===== src/rtl/btn_pkg.sv =====
// btn_pkg: shared types and 100 MHz default timing for the button conditioner.
package btn_pkg;
    typedef enum logic [1:0] {RPT_IDLE, RPT_ARM, RPT_RUN} rpt_state_t;
    localparam int DEF_CHANNELS      = 5;
    localparam int DEF_STABLE_CYCLES = 250000;
    localparam int DEF_REPEAT_DELAY  = 50000000;
    localparam int DEF_REPEAT_RATE   = 12500000;
endpackage


===== src/rtl/btn_debounce_chan.sv =====
// btn_debounce_chan: one button channel: synchroniser, stability filter, optional repeat.
// Hold-to-repeat is built only when BTN_AUTOREPEAT_EN is defined.
module btn_debounce_chan
    import btn_pkg::*;
#(
    parameter int STABLE_CYCLES = DEF_STABLE_CYCLES,
    parameter int REPEAT_DELAY  = DEF_REPEAT_DELAY,
    parameter int REPEAT_RATE   = DEF_REPEAT_RATE
) (
    input  logic clk,
    input  logic rst,
    input  logic btn_in,
    output logic btn_level,
    output logic btn_press,
    output logic btn_release
);
    localparam int SW = $clog2(STABLE_CYCLES);
    localparam logic [SW-1:0] STAB_MAX = SW'(STABLE_CYCLES - 1);

    if (STABLE_CYCLES < 2) begin : g_bad_stable
        $error("STABLE_CYCLES must be at least 2");
    end
    if (REPEAT_DELAY < 1 || REPEAT_RATE < 1) begin : g_bad_repeat
        $error("REPEAT_DELAY and REPEAT_RATE must be at least 1");
    end

    logic sync1, sync2, mismatch, accept, rise, fall, rpt_fire;
    logic [SW-1:0] stab_cnt;

    assign mismatch = sync2 != btn_level;
    assign accept   = mismatch && stab_cnt == STAB_MAX;
    assign rise     = accept && sync2;
    assign fall     = accept && !sync2;

    always_ff @(posedge clk) begin
        if (rst) begin
            sync1       <= 1'b0;
            sync2       <= 1'b0;
            stab_cnt    <= '0;
            btn_level   <= 1'b0;
            btn_press   <= 1'b0;
            btn_release <= 1'b0;
        end else begin
            sync1       <= btn_in;
            sync2       <= sync1;
            stab_cnt    <= (mismatch && !accept) ? stab_cnt + 1'b1 : '0;
            btn_level   <= accept ? sync2 : btn_level;
            btn_press   <= rise || rpt_fire;
            btn_release <= fall;
        end
    end

`ifdef BTN_AUTOREPEAT_EN
    localparam int RMAX = REPEAT_DELAY > REPEAT_RATE ? REPEAT_DELAY : REPEAT_RATE;
    localparam int RW   = $clog2(RMAX + 1);

    rpt_state_t state, state_nx;
    logic [RW-1:0] rpt_cnt, rpt_cnt_nx;

    always_ff @(posedge clk) begin
        if (rst) begin
            state   <= RPT_IDLE;
            rpt_cnt <= '0;
        end else begin
            state   <= state_nx;
            rpt_cnt <= rpt_cnt_nx;
        end
    end

    // A fall wins over any repeat due in the same cycle.
    always_comb begin
        state_nx   = state;
        rpt_cnt_nx = rpt_cnt + 1'b1;
        rpt_fire   = 1'b0;
        if (fall) begin
            state_nx   = RPT_IDLE;
            rpt_cnt_nx = '0;
        end else if (rise) begin
            state_nx   = RPT_ARM;
            rpt_cnt_nx = '0;
        end else if (state == RPT_ARM && rpt_cnt == RW'(REPEAT_DELAY - 1)) begin
            rpt_fire   = 1'b1;
            state_nx   = RPT_RUN;
            rpt_cnt_nx = '0;
        end else if (state == RPT_RUN && rpt_cnt == RW'(REPEAT_RATE - 1)) begin
            rpt_fire   = 1'b1;
            rpt_cnt_nx = '0;
        end else if (state == RPT_IDLE) begin
            rpt_cnt_nx = '0;
        end
    end
`else
    assign rpt_fire = 1'b0;
`endif
endmodule


===== src/rtl/btn_debounce_multi.sv =====
// btn_debounce_multi: CHANNELS independent debounced buttons with press/release pulses.
// Define BTN_AUTOREPEAT_EN to add hold-to-auto-repeat on btn_press.
module btn_debounce_multi
    import btn_pkg::*;
#(
    parameter int CHANNELS      = DEF_CHANNELS,
    parameter int STABLE_CYCLES = DEF_STABLE_CYCLES,
    parameter int REPEAT_DELAY  = DEF_REPEAT_DELAY,
    parameter int REPEAT_RATE   = DEF_REPEAT_RATE
) (
    input  logic                clk,
    input  logic                rst,
    input  logic [CHANNELS-1:0] btn_in,
    output logic [CHANNELS-1:0] btn_level,
    output logic [CHANNELS-1:0] btn_press,
    output logic [CHANNELS-1:0] btn_release
);
    if (CHANNELS < 1) begin : g_bad_channels
        $error("CHANNELS must be at least 1");
    end

    for (genvar c = 0; c < CHANNELS; c++) begin : g_chan
        btn_debounce_chan #(
            .STABLE_CYCLES(STABLE_CYCLES),
            .REPEAT_DELAY (REPEAT_DELAY),
            .REPEAT_RATE  (REPEAT_RATE)
        ) u_chan (
            .clk        (clk),
            .rst        (rst),
            .btn_in     (btn_in[c]),
            .btn_level  (btn_level[c]),
            .btn_press  (btn_press[c]),
            .btn_release(btn_release[c])
        );
    end
endmodule


===== config.mk =====
export PLATFORM = sky130hd
export DESIGN_NAME = btn_debounce_multi
export DESIGN_NICKNAME = d
export VERILOG_FILES = /design/src/rtl/btn_pkg.sv /design/src/rtl/btn_debounce_chan.sv /design/src/rtl/btn_debounce_multi.sv
export SDC_FILE = /design/constraint.sdc
export NUM_CORES = 1
export LEC_CHECK = 0
export CAP_MARGIN = 10
export CORE_MARGIN = 3
export CORE_UTILIZATION = 35
export CTS_BUF_LIST = sky130_fd_sc_hd__clkbuf_16
export CTS_CLUSTER_SIZE = 24
export DETAILED_ROUTE_END_ITERATION = 6
export GPL_TIMING_DRIVEN = 0
export PLACE_DENSITY = 0.59
export SLEW_MARGIN = 20
export SYNTH_ARGS = -nofsm -noshare
export SYNTH_HDL_FRONTEND = slang
export SYNTH_SLANG_ARGS = --single-unit

===== constraint.sdc =====
create_clock -name clk -period 3.9 [get_ports clk]
set_input_delay 0.585 -clock clk [delete_from_list [all_inputs] [get_ports clk]]
set_output_delay 0.585 -clock clk [all_outputs]
set_load 0.02 [all_outputs]

==> flow_summary.yaml <==
worst_hold_path:
  holdCritPathClass: "reg -> reg"
drt:
  wl_per_cell_um: 12.7
  detail_route.first_pass.iterations: 4
  drt_iter0_markers: 210
  detail-route-antenna-nets: 0
  viasPerCell: 4.94
  vias: 3902
  drcViolationCount: 0
  wl_um: 10000
synth:
  avgSynthCellArea_um2: 8.95
  yosysUniqueCellTypes: 45
  synth_ff_type: "dfxtp_1"
  synth_edf_count: 0
  ys_warn_count: 0
  yosysTopAreaCell: "dfxtp_1"
  syn_inst: 558
  synth_top_area_share_pct: 46.1
  ys_ff_latch: 115
  syn_area_um2: 5000
  synthTopCellsByArea: "dfxtp_1 46%, xnor2_1 10%, nor2_1 8.0%"
  synth_nets: 570
  seq_area_frac_synth_pct: 46.1
  synthArstFlopShare_pct: 0
grt:
  grt_max_degree: 17
  grt_pass1_wl_um: 17200
  grt_usage_pct: 13.3
  grt_pass1_vias: 3785
  antenna_found_initial: 0
  gr-total-overflow: 0
floorplan:
  start_util_pct: 35.9
  dieArea_um2: 15700
  num_io_pins: 22
  die_w_um: 125
  core_um2: 13900
  die_height_um: 125
  rows: 43
timing:
  holdWs_ns: 0.433
  rsz0062_at_grt: "false"
  fin_crit_ns: 2.23
  fin_crit_sh_pct: 57.1
  slew_violations: 0
  tns_ns: 0
  max_freq_mhz: 449
  worst_slew_pin_slew_ns: 0.739
  hold_violations: 0
  clock_skew_ns: 0.00815
  setup_violations: 0
  max_slew_margin_pct: 50.2
layout:
  mostFrequentLayoutCells: "115 x dfxtp_1, 107 x nor2_1, 58 x xnor2_1"
  syn2layout_area_growth_pct: 21.0
  drive_gt1_share_pct: 10.3
  antenna_cells: 0
  final_nets: 609
  final_area_um2: 6040
  final_common_cell: "dfxtp_1"
cts:
  clkSlewWorstSetupHoldPaths_ns: 0.05
  cts-buffers-inserted: 17
  htreeDepth: 4
  clk_path_buf_depth: 2
  root_buffer: "clkbuf_16"
  cts_tree: "built"
  clock_sinks: 115
  cts_resized: 0
  cts_setup_buffers: 0
  hold_buffers: 0
  clock_latency_ns: 0.41
worst_setup_path:
  arrival_ns: 2.52
  endpoint_kind: "register"
  crit_path_max_incr_delay_ns: 0.78
  cp-start-kind: "register"
  critPathKind: "reg -> reg"
  cpLargestDelayFamily: "compound AO/OA/AOI/OAI gates"
  crit_chain: "ha_1, nand3_1, o41ai_2, buf_2, nor2_1"
  path_max_fanout: 10
  required_ns: 4.19
  crit_buf_inv: 1
  critPathSlowestCell: "o41ai_2"
power_and_ir_drop:
  p_per_area_nw_per_um2: 472
  clkPwrFrac_pct: 57.3
  combinationalPowerShare_pct: 1.1
  leakagePower_nw: 1.86
  p_int_w: 0.00231
  seq_power_share_pct: 41.6
  swShare_pct: 19.1
  ir_worst_vdd_uv: 215
  switching_power_w: 0.000545
placed_design:
  globalplace.congestion: 0.839
  placed_area_um2: 5420
  dp_hpwl_um: 6920
  portBuffers: 20
run:
  max_cap_violations: 0
status:
  outcome: "finished, final reports clean"
==> final timing paths <==
kind	startpoint	end	slack [ns]	cells after the start
setup / recovery	g_chan[4].u_chan.stab_cnt[0]$_SDFF_PP0_	g_chan[4].u_chan.stab_cnt[16]$_SDFF_PP0_	1.67	5
hold / removal	g_chan[4].u_chan.sync1$_SDFF_PP0_	g_chan[4].u_chan.sync2$_SDFF_PP0_	0.43	1
setup reg to reg	g_chan[4].u_chan.stab_cnt[0]$_SDFF_PP0_	g_chan[4].u_chan.stab_cnt[16]$_SDFF_PP0_	1.67	5
hold reg to reg	g_chan[4].u_chan.sync1$_SDFF_PP0_	g_chan[4].u_chan.sync2$_SDFF_PP0_	0.43	1
==> per-layer routing <==
layer / share of wire, % / track usage, % / vias to the layer above
met2: 45 / 20.4 / 68
met1: 48 / 16.8 / 1797
met3: 4.0 / 4.36 / 22
met4: 2.4 / 6.57 / 0
met5: 0 / 0 / -
li1: - / - / 2015
==> Yosys cell counts (2+ instances only) <==
cell / number
a21oi_1: 9
and2_1: 2
and3_1: 10
and4_1: 5
buf_2: 3
buf_4: 16
clkbuf_1: 6
dfxtp_1: 115
ha_1: 5
inv_1: 15
nand2_1: 21
nand2b_1: 3
nand3_1: 31
nand4_1: 25
nor2_1: 107
nor2b_1: 12
nor3_1: 15
nor4_1: 27
nor4b_1: 4
nor4bb_1: 3
o21ai_0: 7
o21ai_2: 2
o31ai_1: 3
o41ai_1: 4
or3_1: 8
or3b_1: 2
or4_1: 4
or4b_2: 3
xnor2_1: 58
xor2_1: 18
==> layout make-up <==
cell class	count	area, µm²
Tap cell	180	225
Multi-Input combinational cell	401	2460
Inverter	15	56.3
Clock inverter	15	196
Sequential cell	115	2300
Fill cell	1336	7890
Buffer	27	174
Timing Repair Buffer	20	200
Clock buffer	17	425
==> state kept, by name, summed over array words and instances (netlist names) <==
register	cells
g_chan.u_chan.btn_level	5
g_chan.u_chan.sync2	5
g_chan.u_chan.btn_press	5
g_chan.u_chan.stab_cnt	90
g_chan.u_chan.sync1	5
g_chan.u_chan.btn_release	5
==> cells by family after synthesis <==
kind of cell	after synthesis	share of synthesized area, %
AO/OA/AOI/OAI	30	4.18
multiplexers	1	0.200
AND/OR/NAND/NOR	289	30.4
buffers and inverters	42	4.61
flip-flops	115	46.1
XOR/XNOR	76	13.3
adder cells (fa/ha/maj)	5	1.25
==> metrics by stage <==
step                      total power, W  setup slack (ns)  std cells  utilization (%)
after CTS                        0.00289              1.64        790             43.4
final                            0.00286              1.67        790             43.4
after global routing             0.00294              1.47        790             43.4
after floorplan                  0.00123              2.08        558                -
after global placement           0.00124              1.70        758             38.9
after detailed placement         0.00124              1.68        758             38.9
==> power by group through the flow <==
| stage | sequential [W] | clock [W] | combinational (W) |
|---|---|---|---|
| 2_1_floorplan | 0.00121 | 0 | 0.0000193 |
| 3_3_place_gp | 0.00121 | 0 | 0.0000317 |
| 3_5_place_dp | 0.00121 | 0 | 0.0000319 |
| 4_1_cts | 0.00119 | 0.00167 | 0.0000321 |
| 5_1_grt | 0.00119 | 0.00172 | 0.0000352 |
| 6_report | 0.00119 | 0.00164 | 0.0000310 |
Power figures use the tool's default switching activity.
